--- src/rtl/axi4_mgr_sched_if.sv ---
// axi4_mgr_sched_if: requester-side and manager-side signals of the AXI4 manager scheduler.
interface axi4_mgr_sched_if #(
   parameter int NUM_REQ        = 2,
   parameter int AXI_ADDR_WIDTH = 32,
   parameter int AXI_DATA_WIDTH = 64
);
   logic [NUM_REQ-1:0]                wr_req_i, wr_gnt_o, wr_done_o;
   logic [NUM_REQ-1:0]                rd_req_i, rd_gnt_o, rd_done_o;
   logic [NUM_REQ*AXI_ADDR_WIDTH-1:0] wr_addr_i, rd_addr_i;
   logic [NUM_REQ*AXI_DATA_WIDTH-1:0] wr_data_i;
   logic                              wr_err_o, rd_err_o, spurious_o;
   logic [AXI_DATA_WIDTH-1:0]         rd_data_o, mgr_wr_data_o, mgr_rd_data_i;
   logic [AXI_ADDR_WIDTH-1:0]         mgr_wr_addr_o, mgr_rd_addr_o;
   logic [1:0]                        mgr_req_o, mgr_rsp_i;
   modport slave (
      input  wr_req_i, wr_addr_i, wr_data_i, rd_req_i, rd_addr_i, mgr_rsp_i, mgr_rd_data_i,
      output wr_gnt_o, wr_done_o, wr_err_o, rd_gnt_o, rd_done_o, rd_err_o, rd_data_o,
      output mgr_req_o, mgr_wr_addr_o, mgr_rd_addr_o, mgr_wr_data_o, spurious_o
   );
   modport master (
      output wr_req_i, wr_addr_i, wr_data_i, rd_req_i, rd_addr_i, mgr_rsp_i, mgr_rd_data_i,
      input  wr_gnt_o, wr_done_o, wr_err_o, rd_gnt_o, rd_done_o, rd_err_o, rd_data_o,
      input  mgr_req_o, mgr_wr_addr_o, mgr_rd_addr_o, mgr_wr_data_o, spurious_o
   );
endinterface

--- src/rtl/axi4_mgr_sched.sv ---
// axi4_mgr_sched: shares one single-transaction AXI4 manager among NUM_REQ requesters via independent round-robin write/read channels.
module axi4_mgr_sched #(
   parameter int NUM_REQ        = 2,
   parameter int AXI_ADDR_WIDTH = 32,
   parameter int AXI_DATA_WIDTH = 64,
   parameter int TIMEOUT_CYCLES = 1024
) (
   input logic             clk_i,
   input logic             rst_i,
   axi4_mgr_sched_if.slave bus
);
   localparam int AW = AXI_ADDR_WIDTH;
   localparam int DW = AXI_DATA_WIDTH;
   localparam int IW = $clog2(NUM_REQ);
   localparam int CW = TIMEOUT_CYCLES > 1 ? $clog2(TIMEOUT_CYCLES) : 1;
   localparam logic [CW-1:0] TMAX = CW'(TIMEOUT_CYCLES > 0 ? TIMEOUT_CYCLES - 1 : 0);
   typedef enum logic [1:0] {IDLE, BUSY, DONE} state_e;
   logic [NUM_REQ-1:0]    req [2];
   logic [NUM_REQ*AW-1:0] addr_in [2];
   logic [NUM_REQ-1:0]    gnt [2];
   logic [1:0]            busy;
   logic                  spurious_q;
   assign req[0]     = bus.wr_req_i;
   assign req[1]     = bus.rd_req_i;
   assign addr_in[0] = bus.wr_addr_i;
   assign addr_in[1] = bus.rd_addr_i;
   for (genvar c = 0; c < 2; c++) begin : g_ch
      state_e             state_q;
      logic [IW-1:0]      ptr_q, idx_q, win;
      logic [CW-1:0]      cnt_q;
      logic               any, req_q, err_q;
      logic [NUM_REQ-1:0] done_q;
      logic [AW-1:0]      addr_q;
      logic [DW-1:0]      data_q;
      // Scan downwards so the requester closest to ptr_q is the last (winning) assignment.
      always_comb begin
         win = ptr_q;
         any = 1'b0;
         for (int k = NUM_REQ - 1; k >= 0; k--) begin
            if (req[c][(int'(ptr_q) + k) % NUM_REQ]) begin
               win = IW'((int'(ptr_q) + k) % NUM_REQ);
               any = 1'b1;
            end
         end
      end
      assign gnt[c]  = (!rst_i && state_q == IDLE && any) ? NUM_REQ'(1) << win : '0;
      assign busy[c] = state_q == BUSY;
      always_ff @(posedge clk_i or posedge rst_i)
         if (rst_i) begin
            state_q <= IDLE;
            ptr_q   <= '0;
            idx_q   <= '0;
            cnt_q   <= '0;
            req_q   <= 1'b0;
            err_q   <= 1'b0;
            done_q  <= '0;
            addr_q  <= '0;
            data_q  <= '0;
         end else begin
            done_q <= '0;
            case (state_q)
               IDLE: if (any) begin
                  idx_q   <= win;
                  ptr_q   <= win == IW'(NUM_REQ - 1) ? '0 : win + 1'b1;
                  addr_q  <= addr_in[c][int'(win)*AW +: AW];
                  if (c == 0) data_q <= bus.wr_data_i[int'(win)*DW +: DW];
                  req_q   <= 1'b1;
                  cnt_q   <= '0;
                  state_q <= BUSY;
               end
               BUSY: begin
                  cnt_q <= cnt_q + 1'b1;
                  if (bus.mgr_rsp_i[c] || (TIMEOUT_CYCLES != 0 && cnt_q == TMAX)) begin
                     req_q   <= 1'b0;
                     err_q   <= !bus.mgr_rsp_i[c];
                     done_q  <= NUM_REQ'(1) << idx_q;
                     state_q <= DONE;
                     if (c == 1 && bus.mgr_rsp_i[c]) data_q <= bus.mgr_rd_data_i;
                  end
               end
               default: begin
                  err_q   <= 1'b0;
                  state_q <= IDLE;
               end
            endcase
         end
   end
   always_ff @(posedge clk_i or posedge rst_i)
      if (rst_i) spurious_q <= 1'b0;
      else       spurious_q <= spurious_q | (|(bus.mgr_rsp_i & ~busy));
   assign bus.wr_gnt_o      = gnt[0];
   assign bus.rd_gnt_o      = gnt[1];
   assign bus.wr_done_o     = g_ch[0].done_q;
   assign bus.rd_done_o     = g_ch[1].done_q;
   assign bus.wr_err_o      = g_ch[0].err_q;
   assign bus.rd_err_o      = g_ch[1].err_q;
   assign bus.rd_data_o     = g_ch[1].data_q;
   assign bus.mgr_req_o     = {g_ch[1].req_q, g_ch[0].req_q};
   assign bus.mgr_wr_addr_o = g_ch[0].addr_q;
   assign bus.mgr_rd_addr_o = g_ch[1].addr_q;
   assign bus.mgr_wr_data_o = g_ch[0].data_q;
   assign bus.spurious_o    = spurious_q;
endmodule

--- src/flat_wrapper.sv ---
// flat-port wrapper written by rule: the top's interface ports become plain ports
module axi4_mgr_sched_flat 
#(
   parameter int NUM_REQ        = 2,
   parameter int AXI_ADDR_WIDTH = 32,
   parameter int AXI_DATA_WIDTH = 64,
   parameter int TIMEOUT_CYCLES = 1024
)
  (clk_i, rst_i, bus_wr_req_i, bus_wr_addr_i, bus_wr_data_i, bus_rd_req_i, bus_rd_addr_i, bus_mgr_rsp_i, bus_mgr_rd_data_i, bus_wr_gnt_o, bus_wr_done_o, bus_wr_err_o, bus_rd_gnt_o, bus_rd_done_o, bus_rd_err_o, bus_rd_data_o, bus_mgr_req_o, bus_mgr_wr_addr_o, bus_mgr_rd_addr_o, bus_mgr_wr_data_o, bus_spurious_o);
  axi4_mgr_sched_if #(.NUM_REQ(NUM_REQ), .AXI_ADDR_WIDTH(AXI_ADDR_WIDTH), .AXI_DATA_WIDTH(AXI_DATA_WIDTH)) bus_i ();
  input logic clk_i;
  input logic rst_i;
  input wire logic [$bits(bus_i.wr_req_i)-1:0] bus_wr_req_i;
  input wire logic [$bits(bus_i.wr_addr_i)-1:0] bus_wr_addr_i;
  input wire logic [$bits(bus_i.wr_data_i)-1:0] bus_wr_data_i;
  input wire logic [$bits(bus_i.rd_req_i)-1:0] bus_rd_req_i;
  input wire logic [$bits(bus_i.rd_addr_i)-1:0] bus_rd_addr_i;
  input wire logic [$bits(bus_i.mgr_rsp_i)-1:0] bus_mgr_rsp_i;
  input wire logic [$bits(bus_i.mgr_rd_data_i)-1:0] bus_mgr_rd_data_i;
  output wire logic [$bits(bus_i.wr_gnt_o)-1:0] bus_wr_gnt_o;
  output wire logic [$bits(bus_i.wr_done_o)-1:0] bus_wr_done_o;
  output wire logic [$bits(bus_i.wr_err_o)-1:0] bus_wr_err_o;
  output wire logic [$bits(bus_i.rd_gnt_o)-1:0] bus_rd_gnt_o;
  output wire logic [$bits(bus_i.rd_done_o)-1:0] bus_rd_done_o;
  output wire logic [$bits(bus_i.rd_err_o)-1:0] bus_rd_err_o;
  output wire logic [$bits(bus_i.rd_data_o)-1:0] bus_rd_data_o;
  output wire logic [$bits(bus_i.mgr_req_o)-1:0] bus_mgr_req_o;
  output wire logic [$bits(bus_i.mgr_wr_addr_o)-1:0] bus_mgr_wr_addr_o;
  output wire logic [$bits(bus_i.mgr_rd_addr_o)-1:0] bus_mgr_rd_addr_o;
  output wire logic [$bits(bus_i.mgr_wr_data_o)-1:0] bus_mgr_wr_data_o;
  output wire logic [$bits(bus_i.spurious_o)-1:0] bus_spurious_o;
  assign bus_i.wr_req_i = bus_wr_req_i;
  assign bus_i.wr_addr_i = bus_wr_addr_i;
  assign bus_i.wr_data_i = bus_wr_data_i;
  assign bus_i.rd_req_i = bus_rd_req_i;
  assign bus_i.rd_addr_i = bus_rd_addr_i;
  assign bus_i.mgr_rsp_i = bus_mgr_rsp_i;
  assign bus_i.mgr_rd_data_i = bus_mgr_rd_data_i;
  assign bus_wr_gnt_o = bus_i.wr_gnt_o;
  assign bus_wr_done_o = bus_i.wr_done_o;
  assign bus_wr_err_o = bus_i.wr_err_o;
  assign bus_rd_gnt_o = bus_i.rd_gnt_o;
  assign bus_rd_done_o = bus_i.rd_done_o;
  assign bus_rd_err_o = bus_i.rd_err_o;
  assign bus_rd_data_o = bus_i.rd_data_o;
  assign bus_mgr_req_o = bus_i.mgr_req_o;
  assign bus_mgr_wr_addr_o = bus_i.mgr_wr_addr_o;
  assign bus_mgr_rd_addr_o = bus_i.mgr_rd_addr_o;
  assign bus_mgr_wr_data_o = bus_i.mgr_wr_data_o;
  assign bus_spurious_o = bus_i.spurious_o;
  axi4_mgr_sched #(.NUM_REQ(NUM_REQ), .AXI_ADDR_WIDTH(AXI_ADDR_WIDTH), .AXI_DATA_WIDTH(AXI_DATA_WIDTH), .TIMEOUT_CYCLES(TIMEOUT_CYCLES)) u_core (.clk_i(clk_i), .rst_i(rst_i), .bus(bus_i));
endmodule
--- config.mk ---
export PLATFORM = sky130hd
export DESIGN_NAME = axi4_mgr_sched_flat
export DESIGN_NICKNAME = d
export VERILOG_FILES = /design/src/rtl/axi4_mgr_sched_if.sv /design/src/rtl/axi4_mgr_sched.sv /design/src/flat_wrapper.sv
export SDC_FILE = /design/constraint.sdc
export NUM_CORES = 1
export LEC_CHECK = 0
export CORE_AREA = 2 2 210 212
export DETAILED_ROUTE_END_ITERATION = 12
export DIE_AREA = 0 0 212 214
export GPL_TIMING_DRIVEN = 0
export PLACE_DENSITY = 0.5
export SLEW_MARGIN = 20
export SYNTH_ARGS = -nofsm -noshare
export SYNTH_HDL_FRONTEND = slang
export SYNTH_SLANG_ARGS = --single-unit
--- constraint.sdc ---
create_clock -name clk_i -period 8.92 [get_ports clk_i]
set_clock_uncertainty 0.15 [all_clocks]
set_input_delay 1.784 -clock clk_i [delete_from_list [all_inputs] [get_ports clk_i]]
set_output_delay 1.784 -clock clk_i [all_outputs]
set_load 0.02 [all_outputs]
==> results_dict.tcl, run 1 <==
set metrics [dict create \
    dieArea_sq_mm 0.0454 \
    post_drt_wl_per_cell_um 19.6 \
    cts_root_buf "clkbuf_16" \
    initial_core_util_pct 21.6 \
    max_slew_margin_pct 47.4 \
    report.power.total_mw 5.75 \
    rsz0062_at_grt "no" \
    num_rows 76 \
    die_x_um 212 \
    worst_setup_path_start_kind "input pin" \
    via_count 8512 \
    synth_area_leader_cell "dfrtp_1" \
    synth.top_cell.area_share_pct 61.8 \
    top_level_ports 533 \
    endpoint_kind "output pin" \
    n_antenna_cell 0 \
    path_clk_slew_ns 0.06 \
    drc 0 \
    maxCapViolations 0 \
    syn_area_per_cell_sq_um 12.7 \
    nFillCells 4209 \
    cts.sinks 229 \
    placed_cells 1859 \
    ir_drop_uv 143 \
    synth_edf_count 0 \
    drt_iter0_markers 774 \
    crit_required_ns 6.99 \
    crit_path_cell_trace "clkdlybuf4s50_1, clkinvlp_4, buf_12, buf_12, buf_12, buf_12, and2_1, clkdlybuf4s50_1" \
    numCtsBuffers 29 \
    synthToLayoutAreaGrowth_pct 77.3 \
    critPathKind "in2out" \
    crit_fanout 29 \
    syn_nets 1063 \
    fmax_mhz 157 \
    layout-drive-gt1-share_pct 11.2 \
    cp_slowest_stage_delay_ns 0.55 \
    post-cts-setup-buffer-count 0 \
    path_buf_inv 7 \
    ys_seq_elements 229 \
    layout_min_cycle_time_ns 6.36 \
    ys_warn_count 0 \
    cts_resized 0 \
    grt_pass1_vias 8927 \
    core_area_sq_mm 0.0429 \
    crit_family "buffers and inverters" \
    slew_violations 0 \
    ys_seq_area_share_pct 61.8 \
    crit_path_top_delay_cell "clkdlybuf4s50_1" \
    hold_path.class "reg2reg" \
    io_buffers 532 \
    cts_hold_buf 0 \
    fin_crit_sh_pct 71.3 \
    power.density_mw_per_mm2 349 \
    antenna_found_initial 3 \
    grt_pass1_wl_um 55700 \
    finalInstanceArea_sq_mm 0.0164 \
    grt_use_met1_pct 18.7 \
    overflow 0 \
    clkLatencyLatePin_ns 0.55 \
    placed_cell_area_sq_mm 0.0155 \
    status "complete, no violations" \
    antenna_left 0 \
    nets 1635 \
    leakage_nw 7.25 \
    setup_viol 0 \
    cts-htree-levels 1 \
    netlist_top_cells_area "dfrtp_1 62%, a222oi_1 14%, mux2_2 7.8%" \
    use_met2_pct 27.7 \
    worst_slew_pin_slew_ns 0.784 \
    cp_common_cell "buf_12" \
    first_pass_iters 6 \
    grt_busiest_layer "met2" \
    syn_area_sq_mm 0.00928 \
    layout.cells.non_filler 1911 \
    ys.flop_type "dfrtp_1" \
    grt_max_degree 30 \
    arrival_ns 4.43 \
    cts_buffer_depth 3 \
    use_met3_pct 5.95 \
    synth_cell_type_count 38 \
    vias_per_cell 4.45 \
    hold_viol_final 0 \
    async_flop_share_pct 100 \
    dp_hpwl_um 28600 \
    grt_use_total_pct 16.0 \
    drt-total-wl_um 37400 \
    place_congestion 0.767 \
    synth_cells 733 \
    tritoncts "done" \
    die_h_um 214 \
]
## final cells by class
class                      instances  area (sq um)  share of cell area [%]
tap                              585           732                    4.45
multi-input combinational        314          2720                    16.5
timing repair buffer             541          5520                    33.6
clock buffer                      48           887                    5.39
inverter                         133           503                    3.06
buffer                            57           329                    2.00
clock inverter                     4          25.0                   0.152
sequential                       229          5730                    34.8
## worst register-to-register path, cell delays in order, from the launching register on
cell,delay [ns]
dfrtp_1,0.42
nor2_2,0.23
o21ai_2,0.21
buf_2,0.27
buf_2,0.24
a222oi_1,0.38
inv_1,0.07
## power breakdown
group          switching, mW  internal, mW  leakage [nW]
registers              0.263          1.52          2.82
logic                   1.44          1.39          3.99
clock network          0.465         0.670         0.442
## state kept, by name, summed over array words and instances, names as in the netlist, 4 cells and up
signal and cells:
u_core.bus.mgr_wr_data_o 64, u_core.bus.rd_data_o 64, u_core.bus.mgr_rd_addr_o 32, u_core.bus.mgr_wr_addr_o 32
u_core.g_ch.cnt_q 20, u_core.g_ch.state_q 4
## final timing paths
check / startpoint / endpoint / slack [ns] / cells past startpoint
setup / recovery: rst_i / bus_rd_gnt_o[1] / 2.56 / 8
hold / removal: u_core.g_ch[1].idx_q / u_core.bus.rd_done_o[0] / 0.29 / 1
setup reg to reg: u_core.g_ch[0].state_q[0] / u_core.bus.mgr_wr_addr_o[12] / 6.85 / 6
hold reg to reg: u_core.g_ch[1].idx_q / u_core.bus.rd_done_o[0] / 0.29 / 1
max in group asynchronous: rst_i / u_core.bus.mgr_rd_addr_o[10] / 5.93 / 6
min in group asynchronous: rst_i / u_core.bus.mgr_wr_data_o[23] / 1.49 / 2
## Yosys cell counts (3+ instances only)
master	number
buf_6	11
a21oi_1	10
o41ai_1	3
and2_1	5
dfrtp_1	229
buf_2	14
o311ai_0	3
mux2_2	64
o31ai_1	4
nor2_1	14
o21ai_0	10
a222oi_1	128
and3_1	8
clkbuf_1	28
buf_4	4
mux2i_1	4
inv_1	133
nor2b_1	3
nand2_1	18
nand4_1	5
nand2b_1	4
nand3_1	10
## cell usage in the layout (no fill, tap or decap), types with 2 or more instances in the layout
| cell | instances |
|---|---|
| o31ai_1 | 4 |
| o211ai_1 | 2 |
| inv_1 | 132 |
| and2_1 | 5 |
| buf_4 | 4 |
| o41ai_1 | 3 |
| clkbuf_8 | 9 |
| buf_12 | 7 |
| and4_1 | 2 |
| clkinv_2 | 2 |
| buf_2 | 14 |
| buf_16 | 2 |
| dfrtp_1 | 229 |
| mux2i_1 | 4 |
| and3_1 | 8 |
| clkdlybuf4s50_1 | 532 |
| a21oi_1 | 10 |
| o21ai_0 | 10 |
| nand4_1 | 5 |
| a211oi_1 | 2 |
| nand2b_1 | 4 |
| nand2_1 | 18 |
| nor2b_1 | 3 |
| o21a_1 | 2 |
| buf_6 | 11 |
| clkbuf_1 | 38 |
| ha_1 | 2 |
| clkinvlp_4 | 3 |
| nand3_1 | 10 |
| nor2_1 | 14 |
| clkbuf_16 | 29 |
| mux2_2 | 64 |
| a222oi_1 | 128 |
| o311ai_0 | 3 |
## per-stage QoR
step	worst slack, ns	util [%]	hold WS (ns)	setup TNS [ns]
3_5_place_dp	2.46	36.2	0.273	0
6_report	2.56	38.4	0.290	0
3_3_place_gp	-1.84	35.8	0.269	-7.29
2_1_floorplan	1.25	-	0.253	0
4_1_cts	2.46	38.4	0.282	0
5_1_grt	2.32	38.4	0.321	0
## cells by family after synthesis
kind of cell	share of synthesized area (%)
DFF	61.8
AOI/OAI and AO/OA	16.9
buffers and inverters	8.93
adders and majority gates	0.270
muxes	8.20
xor gates and xnor gates	0.0944
and+or+nand+nor	3.90
## metal layers
| metal | vias to the layer above | wire length [um] |
|---|---|---|
| li1 | 3898 | - |
| met1 | 4182 | 14800 |
| met2 | 376 | 18300 |
| met3 | 50 | 3520 |
| met4 | 6 | 791 |
| met5 | - | 35 |
No activity file was read; power rests on OpenSTA's default activity.
==> run 2, diff against run 1 <==
==> constraint.sdc (replaced) <==
create_clock -name clk_i -period 5.8 [get_ports clk_i]
set_clock_uncertainty 0.15 [all_clocks]
set_input_delay 1.16 -clock clk_i [delete_from_list [all_inputs] [get_ports clk_i]]
set_output_delay 1.16 -clock clk_i [all_outputs]
set_load 0.02 [all_outputs]
==> run 2 against run 1 <==
  * Worst hold slack worse by 0.0095 ns
  * Critical path depth is the same
  * Sequential power up 54%
  * Design area barely moved
  * Total power rose by 53%
  * Via count down 1.2%
  * Largest power group unchanged
  * Clock-buffer cell count decreased by 4
  * Global-route usage fell by 0.33 points
  * Largest cell class unchanged
  * Routed wire length down 1.5%
==> results_dict.tcl, run 2 (synthesis gave the netlist of run 1 again) <==
set metrics [dict create \
    pwr-share-clk_pct 19.7 \
    sw_frac_of_total_pct 37.3 \
    rrSetupSlack_ns 3.74 \
    slew_violations 0 \
    r2r-start "u_core.g_ch[0].state_q[0]" \
    grt_pass1_wl_um 54900 \
    p_comb_share_pct 49.2 \
    worst_setup_path_start_kind "input pin" \
    cts.sinks 229 \
    cts_buffer_depth 3 \
    path_clk_slew_ns 0.06 \
    crit_fanout 10 \
    antenna_found_initial 2 \
    layout-drive-gt1-share_pct 11.3 \
    crit_path_start "bus_wr_req_i[0]" \
    n_antenna_cell 0 \
    critPathKind "in2out" \
    synthToLayoutAreaGrowth_pct 77.3 \
    mostFrequentLayoutCells "532 x clkdlybuf4s50_1, 229 x dfrtp_1, 132 x inv_1" \
    io_buffers 532 \
    r2r-end "u_core.bus.mgr_wr_data_o[2]" \
    via_count 8407 \
    grt_max_degree 32 \
    numCtsBuffers 29 \
    worst_slew_pin_slew_ns 0.718 \
    layout_min_cycle_time_ns 4.55 \
    status "complete, no violations" \
    dp_hpwl_um 28600 \
    hold_path.class "reg2reg" \
    endpoint "bus_wr_gnt_o[1]" \
    cts-htree-levels 1 \
    maxCapViolations 0 \
    initial_core_util_pct 21.6 \
    cts_root_buf "clkbuf_16" \
    placed_cell_area_sq_mm 0.0155 \
    ir_drop_uv 252 \
    place_congestion 0.791 \
    drt_iter0_markers 724 \
    arrival_ns 3.24 \
    p_int_mw 5.53 \
    first_pass_iters 8 \
    top_level_ports 533 \
    drc 0 \
    core_area_sq_mm 0.0429 \
    num_rows 76 \
    dieArea_sq_mm 0.0454 \
    vias_per_cell 4.40 \
    setup_viol 0 \
    fin_crit_sh_pct 78.5 \
    post-cts-setup-buffer-count 0 \
    grt_pass1_vias 8866 \
    endpoint_kind "output pin" \
    tritoncts "done" \
    grt_use_total_pct 15.7 \
    antenna_left 0 \
    crit_required_ns 4.49 \
    drt-total-wl_um 36800 \
    nets 1635 \
    cts_hold_buf 0 \
    max_slew_margin_pct 51.8 \
    hold_viol_final 0 \
    power.density_mw_per_mm2 536 \
    final_core_util_pct 38.4 \
    r2r_cells 6 \
    fmax_mhz 220 \
    clkLatencyLatePin_ns 0.54 \
    leakage_nw 7.26 \
    overflow 0 \
    sequentialPowerShare_pct 31.1 \
    cts_resized 0 \
    finalInstanceArea_sq_mm 0.0165 \
    rsz0062_at_grt "no" \
    p_switching_mw 3.29 \
    die_x_um 212 \
    die_h_um 214 \
    final_common_cell "clkdlybuf4s50_1" \
    post_drt_wl_per_cell_um 19.3 \
]
-- run 2: cell types whose count changed in the layout (fill, tap and decap cells not counted), sizes merged --
| cell | before | now |
|---|---|---|
| clkbuf | 76 | 72 |
| bufinv | 0 | 1 |
| clkinvlp | 3 | 2 |
| clkinv | 2 | 4 |
-- run 2: worst min-delay path by stage --
stage                         start                      end  slack [ns]  depth (start not counted)
2_1_floorplan  u_core.g_ch[1].idx_q  u_core.bus.rd_done_o[0]        0.25                          1
3_3_place_gp   u_core.g_ch[1].idx_q  u_core.bus.rd_done_o[0]        0.26                          1
3_5_place_dp   u_core.g_ch[1].idx_q  u_core.bus.rd_done_o[0]        0.27                          1
4_1_cts        u_core.g_ch[1].idx_q  u_core.bus.rd_done_o[0]        0.28                          1
5_1_grt        u_core.g_ch[1].idx_q  u_core.bus.rd_done_o[0]        0.32                          1
6_report       u_core.g_ch[1].idx_q  u_core.bus.rd_done_o[0]        0.28                          1
-- run 2: per-layer routing --
| layer | track usage (%) | vias to the layer above | routed length [um] |
|---|---|---|---|
| li1 | - | 3877 | - |
| met1 | 18.2 | 4101 | 14500 |
| met3 | 5.54 | 42 | 3790 |
| met4 | 3.57 | 2 | 590 |
| met2 | 27.5 | 385 | 18000 |
| met5 | 0 | - | 13 |
-- run 2: final cells by class --
cell class / count / area, sq um
Inverter: 133 / 503
Sequential cell: 229 / 5730
Timing Repair Buffer: 541 / 5520
Clock inverter: 6 / 57.6
Fill cell: 4257 / 26400
Multi-Input combinational cell: 314 / 2720
Tap cell: 585 / 732
Clock buffer: 44 / 862
Buffer: 57 / 329
-- run 2: worst max-delay path: stages --
cell and delay (ns):
clkdlybuf4s50_1 0.47, nand2b_1 0.09, and3_1 0.17, buf_6 0.16, buf_4 0.19, buf_2 0.24
and2_1 0.15, clkdlybuf4s50_1 0.59
-- run 2: metrics by stage --
stage          TNS (ns)  worst slack [ns]  hold slack (ns)  instances  power (mW)
2_1_floorplan     -2.49            -0.621            0.253        733        4.96
3_3_place_gp    -188.25             -3.61            0.262       1850        7.13
3_5_place_dp          0              1.23            0.266       1859        7.16
4_1_cts               0              1.21            0.279       1909        8.97
5_1_grt               0              1.12            0.322       1909        9.37
6_report              0              1.25            0.280       1909        8.82
-- run 2: power by group through the flow --
stage	Clock, mW	Sequential, mW	Combinational [mW]
floorplan	0	3.54	1.42
global placement	0	2.75	4.38
detailed placement	0	2.76	4.40
CTS	1.81	2.75	4.41
global route	1.88	2.84	4.65
finish	1.74	2.75	4.33
